File: config.mk
export PLATFORM = sky130hd
export DESIGN_NAME = eva_knn_vote
export DESIGN_NICKNAME = d
export VERILOG_FILES = /design/src/rtl/eva_knn_pkg.sv /design/src/rtl/eva_vote_tally.sv /design/src/rtl/eva_knn_vote.sv
export SDC_FILE = /design/constraint.sdc
export NUM_CORES = 1
export LEC_CHECK = 0
export ABC_AREA = 0
export BUFFER_PORTS_ARGS = -buffer_cell sky130_fd_sc_hd__clkbuf_2
export CAP_MARGIN = 0
export CELL_PAD_IN_SITES_DETAIL_PLACEMENT = 1
export CELL_PAD_IN_SITES_GLOBAL_PLACEMENT = 1
export CORE_MARGIN = 4
export CORE_UTILIZATION = 40
export CTS_CLUSTER_SIZE = 10
export DETAILED_ROUTE_END_ITERATION = 7
export PLACE_DENSITY = 0.84
export RECOVER_POWER = 50
export SYNTH_ARGS = -nofsm -noshare
export SYNTH_HDL_FRONTEND = slang
export SYNTH_SLANG_ARGS = --single-unit
File: constraint.sdc
create_clock -name clk -period 13.3 [get_ports clk]
set_input_delay 1.995 -clock clk [delete_from_list [all_inputs] [get_ports clk]]
set_output_delay 1.995 -clock clk [all_outputs]
set_load 0.02 [all_outputs]
File: src/rtl/eva_knn_pkg.sv
// Shared definitions for the EVA k-NN vote stage.
// Holds the FSM state encoding, the default widths, the class count and
// the clamp that maps a requested k onto the range 1..Number.
package eva_knn_pkg;

    localparam int unsigned NUMBER      = 16;
    localparam int unsigned IDX_W       = 4;
    localparam int unsigned LABEL_W     = 2;
    localparam int unsigned CNT_W       = 5;
    localparam int unsigned NUM_CLASSES = 1 << LABEL_W;

    typedef enum logic [1:0] {
        ST_IDLE  = 2'd0,
        ST_COUNT = 2'd1,
        ST_SCAN  = 2'd2,
        ST_DONE  = 2'd3
    } state_t;

    // k=0 still votes with the single nearest sample; k beyond the sample
    // count votes with every sample.
    function automatic logic [CNT_W-1:0] clamp_k(input logic [CNT_W-1:0] k,
                                                 input int unsigned number);
        logic [CNT_W-1:0] r;
        r = k;
        if (k == '0) begin
            r = CNT_W'(1);
        end else if (32'(k) > number) begin
            r = CNT_W'(number);
        end
        return r;
    endfunction

endpackage

File: src/rtl/eva_vote_tally.sv
// Per-class vote counter bank.
// Ports:
//   clk, rst   - clock, asynchronous active-high reset
//   clear      - zero every counter (takes priority over inc)
//   inc        - add one vote to the counter chosen by inc_sel
//   inc_sel    - class receiving the vote
//   rd_sel     - class whose count is presented on rd_cnt_c
//   rd_cnt_c   - combinational read of the selected counter
module eva_vote_tally
    import eva_knn_pkg::*;
#(
    parameter int unsigned num_classes = NUM_CLASSES,
    parameter int unsigned label_w     = LABEL_W,
    parameter int unsigned cnt_w       = CNT_W
) (
    input  logic               clk,
    input  logic               rst,
    input  logic               clear,
    input  logic               inc,
    input  logic [label_w-1:0] inc_sel,
    input  logic [label_w-1:0] rd_sel,
    output logic [cnt_w-1:0]   rd_cnt_c
);

    logic [cnt_w-1:0] cnt [num_classes];

    // Counter storage; at most Number votes, so no saturation needed.
    always_ff @(posedge clk or posedge rst) begin
        if (rst) begin
            for (int i = 0; i < int'(num_classes); i++) begin
                cnt[i] <= '0;
            end
        end else if (clear) begin
            for (int i = 0; i < int'(num_classes); i++) begin
                cnt[i] <= '0;
            end
        end else if (inc) begin
            cnt[inc_sel] <= cnt[inc_sel] + cnt_w'(1);
        end
    end

    assign rd_cnt_c = cnt[rd_sel];

endmodule

File: src/rtl/eva_knn_vote.sv
// k-NN majority vote over the argsort result.
// On start (in IDLE) latches the sorted indices, labels and clamped k,
// tallies one vote per class over the first k_eff neighbours (COUNT),
// scans the tallies for the largest count with lowest-index tie-break
// (SCAN), then presents the result with a one-cycle done pulse (DONE).
// Ports:
//   clk, rst         - clock, asynchronous active-high reset
//   start            - sort-complete strobe, honoured only in IDLE
//   sorted_index_1D  - slice i is the index of the i-th nearest sample
//   labels           - slice j is the class of sample j
//   k                - neighbours to vote, sampled with start
//   busy             - high while the state is not IDLE
//   done             - one-cycle pulse when class_out/vote_count update
//   class_out        - winning class
//   vote_count       - votes held by class_out
module eva_knn_vote
    import eva_knn_pkg::*;
#(
    parameter int unsigned Number  = NUMBER,
    parameter int unsigned idx_w   = IDX_W,
    parameter int unsigned label_w = LABEL_W,
    parameter int unsigned cnt_w   = CNT_W
) (
    input  logic                      clk,
    input  logic                      rst,
    input  logic                      start,
    input  logic [idx_w*Number-1:0]   sorted_index_1D,
    input  logic [label_w*Number-1:0] labels,
    input  logic [cnt_w-1:0]          k,
    output logic                      busy,
    output logic                      done,
    output logic [label_w-1:0]        class_out,
    output logic [cnt_w-1:0]          vote_count
);

    localparam int unsigned num_classes = 1 << label_w;

    state_t                    state_q, state_d;
    logic [idx_w*Number-1:0]   sorted_q, sorted_d;
    logic [label_w*Number-1:0] labels_q, labels_d;
    logic [cnt_w-1:0]          k_eff_q, k_eff_d;
    logic [cnt_w-1:0]          p_q, p_d;
    logic [label_w-1:0]        c_q, c_d;
    logic [label_w-1:0]        best_cls_q, best_cls_d;
    logic [cnt_w-1:0]          best_cnt_q, best_cnt_d;
    logic                      busy_d, done_d;
    logic [label_w-1:0]        class_out_d;
    logic [cnt_w-1:0]          vote_count_d;

    logic                      tally_clear_c;
    logic                      tally_inc_c;
    logic [label_w-1:0]        tally_sel_c;
    logic [cnt_w-1:0]          tally_rd_c;
    logic [label_w-1:0]        scan_cls_c;
    logic [cnt_w-1:0]          scan_cnt_c;

    logic [idx_w-1:0]   sorted_arr [Number];
    logic [label_w-1:0] labels_arr [Number];

    // Unpack the latched flat buses into indexable arrays.
    for (genvar i = 0; i < int'(Number); i++) begin : g_unpack
        assign sorted_arr[i] = sorted_q[idx_w*i +: idx_w];
        assign labels_arr[i] = labels_q[label_w*i +: label_w];
    end

    // Class of the p-th nearest sample.
    assign tally_sel_c = labels_arr[sorted_arr[idx_w'(p_q)]];

    // Strict compare keeps the earlier (lower) class on ties.
    assign scan_cls_c = (tally_rd_c > best_cnt_q) ? c_q : best_cls_q;
    assign scan_cnt_c = (tally_rd_c > best_cnt_q) ? tally_rd_c : best_cnt_q;

    eva_vote_tally #(
        .num_classes (num_classes),
        .label_w     (label_w),
        .cnt_w       (cnt_w)
    ) u_tally (
        .clk      (clk),
        .rst      (rst),
        .clear    (tally_clear_c),
        .inc      (tally_inc_c),
        .inc_sel  (tally_sel_c),
        .rd_sel   (c_q),
        .rd_cnt_c (tally_rd_c)
    );

    // Next-state and output decode.
    always_comb begin
        state_d       = state_q;
        sorted_d      = sorted_q;
        labels_d      = labels_q;
        k_eff_d       = k_eff_q;
        p_d           = p_q;
        c_d           = c_q;
        best_cls_d    = best_cls_q;
        best_cnt_d    = best_cnt_q;
        class_out_d   = class_out;
        vote_count_d  = vote_count;
        done_d        = 1'b0;
        tally_clear_c = 1'b0;
        tally_inc_c   = 1'b0;

        unique case (state_q)
            ST_IDLE: begin
                if (start) begin
                    sorted_d      = sorted_index_1D;
                    labels_d      = labels;
                    k_eff_d       = cnt_w'(clamp_k(CNT_W'(k), Number));
                    p_d           = '0;
                    tally_clear_c = 1'b1;
                    state_d       = ST_COUNT;
                end
            end
            ST_COUNT: begin
                tally_inc_c = 1'b1;
                p_d         = p_q + cnt_w'(1);
                if (p_q == k_eff_q - cnt_w'(1)) begin
                    c_d        = '0;
                    best_cls_d = '0;
                    best_cnt_d = '0;
                    state_d    = ST_SCAN;
                end
            end
            ST_SCAN: begin
                best_cls_d = scan_cls_c;
                best_cnt_d = scan_cnt_c;
                c_d        = c_q + label_w'(1);
                if (c_q == label_w'(num_classes - 1)) begin
                    class_out_d  = scan_cls_c;
                    vote_count_d = scan_cnt_c;
                    done_d       = 1'b1;
                    state_d      = ST_DONE;
                end
            end
            ST_DONE: begin
                state_d = ST_IDLE;
            end
            default: begin
                state_d = ST_IDLE;
            end
        endcase

        busy_d = (state_d != ST_IDLE);
    end

    // State and datapath registers.
    always_ff @(posedge clk or posedge rst) begin
        if (rst) begin
            state_q    <= ST_IDLE;
            sorted_q   <= '0;
            labels_q   <= '0;
            k_eff_q    <= '0;
            p_q        <= '0;
            c_q        <= '0;
            best_cls_q <= '0;
            best_cnt_q <= '0;
            busy       <= 1'b0;
            done       <= 1'b0;
            class_out  <= '0;
            vote_count <= '0;
        end else begin
            state_q    <= state_d;
            sorted_q   <= sorted_d;
            labels_q   <= labels_d;
            k_eff_q    <= k_eff_d;
            p_q        <= p_d;
            c_q        <= c_d;
            best_cls_q <= best_cls_d;
            best_cnt_q <= best_cnt_d;
            busy       <= busy_d;
            done       <= done_d;
            class_out  <= class_out_d;
            vote_count <= vote_count_d;
        end
    end

endmodule
### Yosys cells after proc, flatten, opt, wreduce, memory -nomap -nowiden

Index checks and enable logic that the tools add are counted.
W data, S select, Z words.

* bits of input ports: 104
* word-level logic and storage cells: 86
* output and inout bits: 9
* register bits after elaboration: 146

* eq/ne operators: 7
* reduce and logical (&&, ||, !) cells: 11
* add/subtract/negate cells: 4
* muxes and demuxes: 37
* magnitude comparators: 7
* bitwise logic cells: 4

Operators by type and width (number)
* $mux W5: 10
* $mux W20: 2
* $bmux W5 S2: 2
* $bwmux W20: 1
* $pmux W5 S2: 2
* $bmux W4 S4: 1
* $mux W2: 7
* $add A5 B1 Y5 const B: 2
* $demux W5 S2: 1
* $ge A5 B5 Y1 const B: 2
* $not A4 Y5: 2
* $bmux W2 S4: 1
* $mux W4: 2
* $pmux W2 S2: 2
* $pmux W2 S4: 1
* $reduce_and A2 Y1: 4
* $reduce_bool A2 Y1: 4
* $eq A2 B2 Y1 const B: 3
* $ge A3 B3 Y1 const B: 2
* $not A2 Y3: 2
* $eq A5 B5 Y1: 1
* $gt A5 B5 Y1: 1
* $gt A5 B5 Y1 const B: 1
* $logic_not A5 Y1: 1
* 8 further kinds: 13

### Longest topological paths before layout

Gate-level depths: netlist of run 1.

* depth in word-level cells: 16
* mapped depth: 18
* mapped depth without buffers: 12

### By module

A second synthesis of run 1 with hierarchy kept.

* cell total of the unflattened synthesis: 755
* area, all modules: 7161.9 sq um

By module, submodules not included
* eva_knn_vote: area an instance 6005.8 sq um, times used 1, cells an instance 658, seq. area each 3153.0 sq um
* eva_vote_tally: area an instance 1156.1 sq um, times used 1, cells an instance 97, seq. area each 500.5 sq um

### Least setup slack after synthesis of run 1

No wires, ideal clock.

* path type: register to register
* start point: register p_q[0]
* end point: register u_tally.cnt[17] (netlist bit)
* cell stages (with the launch flop): 13
* slack: 9.650 ns
* library setup time: 0.126 ns
* path buffers: 4
* arrival time: 3.523 ns
* clock period less this slack: 3.650 ns
* required time: 13.174 ns
* cell sequence: dfrtp_1 > buf_6 > buf_12 > buf_6 > mux4_2 > mux4_2 > mux4_2 > mux2i_4 > mux2i_2 > ha_1 > buf_2 > xnor2_2 > o21ai_1

* longest elaborated chain between the ends: 16
* elaborated cells between the ends (all ways): 21
* classes of those cells: add/sub: 1; order compare: 2; mux: 14; bitwise: 3; reduce/logical: 1

RTL lines
* from (decl): RTL line eva_knn_vote.sv:42 `logic [cnt_w-1:0] p_q, p_d;`
* from (signal assigned): RTL line eva_knn_vote.sv:166 `p_q <= p_d;`
* $not A4 Y5 (not written as such) *: RTL line eva_knn_vote.sv:67 `assign tally_sel_c = labels_arr[sorted_arr[idx_w'(p_q)]];`
* $bmux W4 S4 *: RTL line eva_knn_vote.sv:67
* $mux W4 (not written as such) * (2 in series): RTL line eva_knn_vote.sv:67
* $not A4 Y5 (not written as such) *: RTL line eva_knn_vote.sv:67
* $bmux W2 S4 *: RTL line eva_knn_vote.sv:67
* $mux W2 (not written as such) * (2 in series): RTL line eva_knn_vote.sv:67
* $not A2 Y3 (not written as such) *: RTL line eva_vote_tally.sv:38 `cnt[inc_sel] <= cnt[inc_sel] + cnt_w'(1);`
* $bmux W5 S2 (tied with other cells): RTL line eva_vote_tally.sv:38
* $mux W5 (not written as such) or $logic_and A1 B1 Y1 (tied branches): RTL line eva_vote_tally.sv:38
* $mux W5 (not written as such): RTL line eva_vote_tally.sv:38
* $add A5 B1 Y5 or $demux W5 S2 (tied branches): RTL line eva_vote_tally.sv:38
* $bwmux W20 *: RTL line eva_vote_tally.sv:38
* $mux W20 *: RTL line eva_vote_tally.sv:37 `end else if (inc) begin`
* $mux W20 *: RTL line eva_vote_tally.sv:33 `end else if (clear) begin`
* to (signal, indexed assignment): RTL line eva_vote_tally.sv:38
* to (decl): RTL line eva_vote_tally.sv:25 `logic [cnt_w-1:0] cnt [num_classes];`

Mark *: on every way between the ends. The rest lies on a longest branch, timed or not. The select of a mux whose other input is x is not followed.
A chain may end at the register's enable or synchronous reset.

### Worst setup path in the final report of run 1

* start point: input port start
* end point: register p_q[1]

* longest elaborated chain between the ends: 2

RTL lines
* from (decl): RTL line eva_knn_vote.sv:26 `input logic start,`
* $ne A2 B2 Y1 (no source line)
* $reduce_and A2 Y1 (no source line)

Every way passes these cells.

==> metrics.txt, run 1 <==
r2r startpoint state_q[1]; Final Skew 0.0119 ns; Period minus WS final 6.45 ns; Total Wirelength 21.1 mm; Hold Startpoint vote_count[2]; clk slew on worst S/H paths roughly 0.06 ns; full die area around 21,000 um2; # IOs ~110; CP Class primary input to flop; syn nets between 900 and 1,000; R2R cell count 3; Crit path required time around 13 ns; number of vias per cell ~5.4; met2 usage 0.355; DR pass1 iterations 5; # resized after CTS 0; diodes inserted 0; violated checks capacitance limit, slew limit; ANT nets after route 0; Post-Syn Area 7530 um2; flop2flop setup slack 7.87 ns; H-Tree Depth 4; routed via count 6,097; terminus of the critical flop-to-flop path p_q[1]; Synth warnings 0; first-pass GRT wire length 35.0 mm; initial core utilization 0.412; Core Box Area roughly 18,000 um2; WHS 0.473 ns; P per Cell Area 305 nW/um2; Clock Latency Late Sink 0.44 ns; Core Rows 49; top post-synthesis cells by area dfrtp_1 48%, nand2_1 16%, mux2i_1 7.4%; chip height 145 um; total track usage 0.205; f_max 0.155 GHz; worst vdd ir 0.154 mV; worst path arrival time 6.52 ns; Yosys reg bits 146; Setup-failing EPs final 0; EDFF count, synth 0; port bufs 112; max_slew headroom -2.50; Leak about 4.4 nW; grt ovf 0; post-route setup TNS 0 ns; initial antenna violation count 0; outcome finished, violations left; Clock Sinks about 150; TritonCTS Buffers 17; TritonCTS clock tree done; Hold WC Path Type flop to flop; Hold Vio Cnt, Final 0; ys async rst share 1.00; RSZ-0062 raised after global routing no; setup repair bufs after CTS 0; worst hold path cell count 2; met1 usage 0.254; maxcap violations 3; Final HPWL DP between 10 and 15 mm; Slew Viols, Final 237; Final #Nets 1,005; final worst-path cycle share 0.485; actual slew at the worst max-slew pin 5.24 ns; area grow syn2layout 15.5%; clk buf depth 2; Clock Tree Root clkbuf_16; main flop type after synthesis dfrtp_1; Unique masters post-synth 55; CP Max Fanout 108; Synth Instances 803; Hold Buf Count CTS 0; DR DRC count 0; vias in the first global route 6,695; post-synthesis sequential area ratio 0.485; largest net degree at the start of global routing 109; WHS Endpoint vote_count[2]; share of layout cells above drive strength 1 0.187; cell taking the most area after synthesis dfrtp_1; Wirelength per Cell approximately 19 um; GPL Wtd Cong 0.846; die extent in x ~150 um; Yosys top cell area share 0.485; Most Crowded Layer GR met2; DRC violation total after the first TritonRoute iteration roughly 390; Syn Area/Cell about 9.4 um2; Crit. End Element flop; M3 GR Usage 0.0393; Startpoint Class primary input
-- where the power goes --
part	total (mW)	switching (mW)	internal, mW
clock network	0.464	0.202	0.262
registers	0.804	0.171	0.634
logic	1.38	0.821	0.561
-- cells by family after synthesis --
logic type,Yosys count,synth area share
xor gates and xnor gates,7,0.00913
AOI/OAI and AO/OA,73,0.0696
adders and majority gates,9,0.0149
muxes,81,0.140
buffers and inverters,59,0.0423
DFF,146,0.485
and+or+nand+nor,428,0.239
-- metal layers --
layer	part of all wire	routed length (um)	vias to the layer above
met1	0.42	8840	3006
li1	-	-	2885
met2	0.51	10700	158
met5	0	0	-
met4	0.031	654	0
met3	0.042	895	48
-- how the worst max path moves through the flow --
stage	start	end	slack (ns)
after floorplan	rst	best_cls_q[0]	7.38
after global placement	p_q[1]	u_tally.cnt[3]	8.84
after detailed placement	p_q[0]	u_tally.cnt[8]	8.66
after CTS	p_q[0]	u_tally.cnt[8]	8.65
after global routing	start	sorted_q[12]	6.23
final	start	p_q[1]	6.85
-- registers in the layout, summed over array words and instances, names as in the netlist --
name and flops:
best_cnt_q 5, state_q 2, k_eff_q 5, busy 1, p_q 5, best_cls_q 2, sorted_q 64, u_tally.cnt 20
class_out 2, vote_count 5, done 1, labels_q 32, c_q 2
-- synth_stat cells (3+ instances only) --
master and instances:
mux4_1 4, buf_4 3, clkbuf_1 25, xor2_1 4
nor2_1 16, inv_1 13, a311o_1 8, nor3_1 5
o21ai_0 24, mux2_1 4, nor4_1 4, nand3b_1 4
nor3b_1 3, nor4b_1 4, dfrtp_1 146, mux4_2 11
nand4_1 7, o211ai_1 4, nand2_1 330, ha_1 9
buf_1 6, buf_6 9, o21ai_1 4, a22o_1 14
a22oi_1 6, nand2b_1 5, and2_1 3, nand3_1 30
mux2i_1 56
-- worst max-delay path: stages --
cell	delay [ns]
clkbuf_1	0.09
and2_0	3.72
o21ai_0	0.67
-- stage by stage --
step	worst slack [ns]	area (um2)	util	std cells	power [mW]
3_5_place_dp	8.66	8160	0.446	1102	2.17
5_1_grt	6.23	8700	0.476	1134	2.85
4_1_cts	8.65	8730	0.478	1134	2.66
6_report	6.85	8700	0.476	1134	2.65
3_3_place_gp	8.84	8160	0.446	1102	2.09
2_1_floorplan	7.38	7530	-	803	1.88
-- layout by cell type, fill, tap and decap left out, types with 4 or more instances in the layout --
master / synthesis / routed
nand2_1: 330 / 330
dfrtp_1: 146 / 146
clkbuf_2: 0 / 102
mux2i_1: 56 / 56
nand3_1: 30 / 30
o21ai_0: 24 / 24
clkbuf_16: 0 / 17
nor2_1: 16 / 16
a22o_1: 14 / 14
inv_1: 13 / 12
mux4_2: 11 / 11
clkbuf_1: 25 / 10
ha_1: 9 / 9
a311o_1: 8 / 8
nand4_1: 7 / 7
a22oi_1: 6 / 6
inv_6: 0 / 6
nand2b_1: 5 / 5
nor3_1: 5 / 5
mux4_1: 4 / 4
nor4b_1: 4 / 4
mux2_1: 4 / 4
nor4_1: 4 / 4
o21ai_1: 4 / 4
o211ai_1: 4 / 4
xor2_1: 4 / 4
nand3b_1: 4 / 4
clkbuf_8: 0 / 4
buf_4: 3 / 4
-- cell type report --
type	instances	area (um2)
fill	2110	9570
sequential	146	3650
multi-input combinational	598	3560
timing repair buffer	116	578
clock buffer	21	480
tap	229	287
clock inverter	11	88.8
inverter	13	50.0
(Power assumes the default switching activity.)
==> run 2: changes to the inputs <==
--- a/config.mk
+++ b/config.mk
@@ -5,7 +5,7 @@
 export SDC_FILE = /design/constraint.sdc
 export NUM_CORES = 1
 export LEC_CHECK = 0
-export ABC_AREA = 0
+export ABC_AREA = 1
 export BUFFER_PORTS_ARGS = -buffer_cell sky130_fd_sc_hd__clkbuf_2
 export CAP_MARGIN = 0
 export CELL_PAD_IN_SITES_DETAIL_PLACEMENT = 1
@@ -14,7 +14,7 @@
 export CORE_UTILIZATION = 40
 export CTS_CLUSTER_SIZE = 10
 export DETAILED_ROUTE_END_ITERATION = 7
-export PLACE_DENSITY = 0.84
+export PLACE_DENSITY = 0.87
 export RECOVER_POWER = 50
 export SYNTH_ARGS = -nofsm -noshare
 export SYNTH_HDL_FRONTEND = slang
==> constraint.sdc (replaced) <==
create_clock -name clk -period 6.5 [get_ports clk]
set_input_delay 0.975 -clock clk [delete_from_list [all_inputs] [get_ports clk]]
set_output_delay 0.975 -clock clk [all_outputs]
set_load 0.02 [all_outputs]
==> run 2 against run 1 <==
Against the previous run:
- non-clock buffer count fell by 1
- the flow still finishes with violations (capacitance limit, slew limit)
- synthesized cell count rose by 16%
- hold slack improved by 0.0093 ns
- sequential share of layout area rose by 1.2 points
- register-to-register slack got worse by 5.8 ns
- routed wire length rose by 1.7%
- via count rose by 7.5%
- sequential cell count did not move
- first-iteration DRC count rose by 13%
- clock skew fell by 0.0075 ns
==> metrics.txt, run 2 <==
DP Area 7940 um2; f_max 0.224 GHz; Top reg by flops sorted_q; TritonCTS Buffers 17; Setup-failing EPs final 0; Post-Syn Area 7260 um2; Slew Viols, Final 89; number of vias per cell 5.18; Post-Layout Cell Count 1,265; GPL Wtd Cong 0.894; RSZ-0062 raised after global routing no; H-Tree Depth 4; port bufs 112; # IOs 113; simple-gate portion of the synthesized area 0.287; most frequent cells in the layout 366 x nand2_1, 146 x dfrtp_1, 103 x clkbuf_2; cell mode on critical path nand2_1; main combinational cell family by area after synthesis simple AND/OR/NAND/NOR gates; # resized after CTS 0; Synth warnings 0; Crit path required time 6.80 ns; top cells by count, synth 366 x nand2_1, 146 x dfrtp_1, 92 x inv_1; actual slew at the worst max-slew pin 3.87 ns; flop2flop setup slack 2.03 ns; Yosys top cell area share 0.503; die extent in x 143 um; violated checks capacitance limit, slew limit; terminus of the critical flop-to-flop path u_tally.cnt[9]; Core Box Area around 18,000 um2; setup repair bufs after CTS 0; post-synthesis sequential area ratio 0.503; clk buf depth 2; area grow syn2layout 16.5%; main flop type after synthesis dfrtp_1; syn nets 1,042; Clock Sinks between 100 and 150; Clock Latency Late Sink between 0.4 and 0.5 ns; Unique masters post-synth 37; commonest non-fill, non-tap cell in the layout nand2_1; Period minus WS final 4.47 ns; R2R cell count 23; outcome finished, violations left; vias in the first global route 6,816; total track usage 0.215; Synth Area in XOR/XNOR 0.00827; complex-gate fraction of the synthesized area 0.107; DR pass1 iterations 4; multiplexer share of the synthesized area 0; r2r startpoint p_q[0]; max FFs per register 64; Crit. End Element flop; Adder-Cell Fraction of Synth Area 0.0155; WHS about 0.48 ns; worst hold path cell count 2; cell taking the most area after synthesis dfrtp_1; Final #Nets 1,137; share of layout cells above drive strength 1 0.160; full die area 20,400 um2; maxcap violations 1; ys async rst share 1.00; cell with the most instances after synthesis nand2_1; DRC violation total after the first TritonRoute iteration 439; EDFF count, synth 0; Critical Path Start p_q[0]; diodes inserted 0; post-route setup TNS 0 ns; WHS Endpoint sorted_q[31]; ANT nets after route 0; max_slew headroom -1.60; grt ovf 0; initial antenna violation count 0; slowest CP cell clkbuf_1; final worst-path cycle share 0.688; first-pass GRT wire length 34.9 mm; Hold Buf Count CTS 0; Syn Area/Cell 7.82 um2; CP Max Fanout 30; CP cell instances clkbuf_1 > nand2_1 > o21ai_0 > nand2_1 > nand3_1 > nand3_2 > nand2_4 > nand2_1 > nand3_1 > nand3_1 > nand3_2 > nand2_4 > nand2_1 > nand2_1 > nand2_1 > nand2_2 > inv_1 > ha_1 > inv_1 > nor2_4 > nand3_2 > nand3_1 > nand2_1; biggest regs sorted_q: 64 flops, labels_q: 32 flops, u_tally.cnt: 20 flops; Hold Startpoint sorted_q[31]; initial core utilization 0.406; Clock Tree Root clkbuf_16; Synth Instances around 930; Wirelength per Cell between 15 and 20 um; worst path arrival time between 4 and 5 ns; CP Class flop to flop; routed via count 6,557; Hold WC Path Type flop to flop; chip height approximately 140 um; Total Wirelength around 21 mm; Core Rows 49; Final Skew about 0.0044 ns; Final HPWL DP 15.2 mm; Design Area, Final 8460 um2; TritonCTS clock tree done; DR DRC count 0; Startpoint Class flop; top post-synthesis cells by area dfrtp_1 50%, nand2_1 19%, o21ai_0 5.6%; largest net degree at the start of global routing 139; Hold Vio Cnt, Final 0; crit-path max cell delay ~0.95 ns; clk slew on worst S/H paths 0.06 ns; Yosys reg bits about 150; Placed Instances 1,234
[run 2: changes by cell type after synthesis, sizes merged, moves of 14 or more]
| cell | change |
|---|---|
| o22ai | +20 |
| nand3 | +55 |
| mux4 | -15 |
| inv | +84 |
| nand2 | +45 |
| o21ai | +56 |
| mux2i | -60 |
| a22o | -14 |
[run 2: metal layers]
| metal | vias up | track usage | part of all wire |
|---|---|---|---|
| met5 | - | 0 | 0 |
| met4 | 0 | 0.0570 | 0.017 |
| met3 | 35 | 0.0378 | 0.034 |
| met2 | 142 | 0.366 | 0.50 |
| met1 | 3223 | 0.285 | 0.45 |
| li1 | 3157 | - | - |
[run 2: cell families after synthesis]
group,after synthesis
compound gates,139
xor+xnor,6
fa+ha+maj,9
buf+inv,137
flops,146
simple gates,492
[run 2: cell type report]
| class | instances | area [um2] |
|---|---|---|
| Clock inverter | 5 | 25.0 |
| Timing Repair Buffer | 115 | 564 |
| Fill cell | 2226 | 9440 |
| Multi-Input combinational cell | 646 | 3040 |
| Tap cell | 229 | 287 |
| Inverter | 98 | 374 |
| Clock buffer | 26 | 519 |
| Sequential cell | 146 | 3650 |
[run 2: through the flow]
step / util / setup slack, ns
floorplan: - / 1.60
global placement: 0.443 / 2.88
detailed placement: 0.443 / 2.67
CTS: 0.474 / 2.61
global route: 0.472 / 1.22
finish: 0.472 / 2.03
[run 2: how the worst max path moves through the flow]
stage | cells after the start | slack, ns | to
after floorplan | 1 | 1.60 | best_cls_q[0]
after global placement | 21 | 2.88 | u_tally.cnt[4]
after detailed placement | 23 | 2.67 | u_tally.cnt[9]
after CTS | 23 | 2.61 | u_tally.cnt[9]
after global routing | 3 | 1.22 | k_eff_q[4]
final | 23 | 2.03 | u_tally.cnt[9]
[run 2: worst max-delay path, delay by kind of cell, from the launching register on]
family / cells / cell delay [ns]
AO/OA/AOI/OAI: 1 / 0.12
adder cells (fa/ha/maj): 1 / 0.24
buffers and inverters: 3 / 1.17
flip-flops: 1 / 0.74
AND/OR/NAND/NOR: 18 / 2.06
Power of run 2 is not shown: default switching activity piles up to over one toggle a cycle in this logic, so the estimate is an artifact.
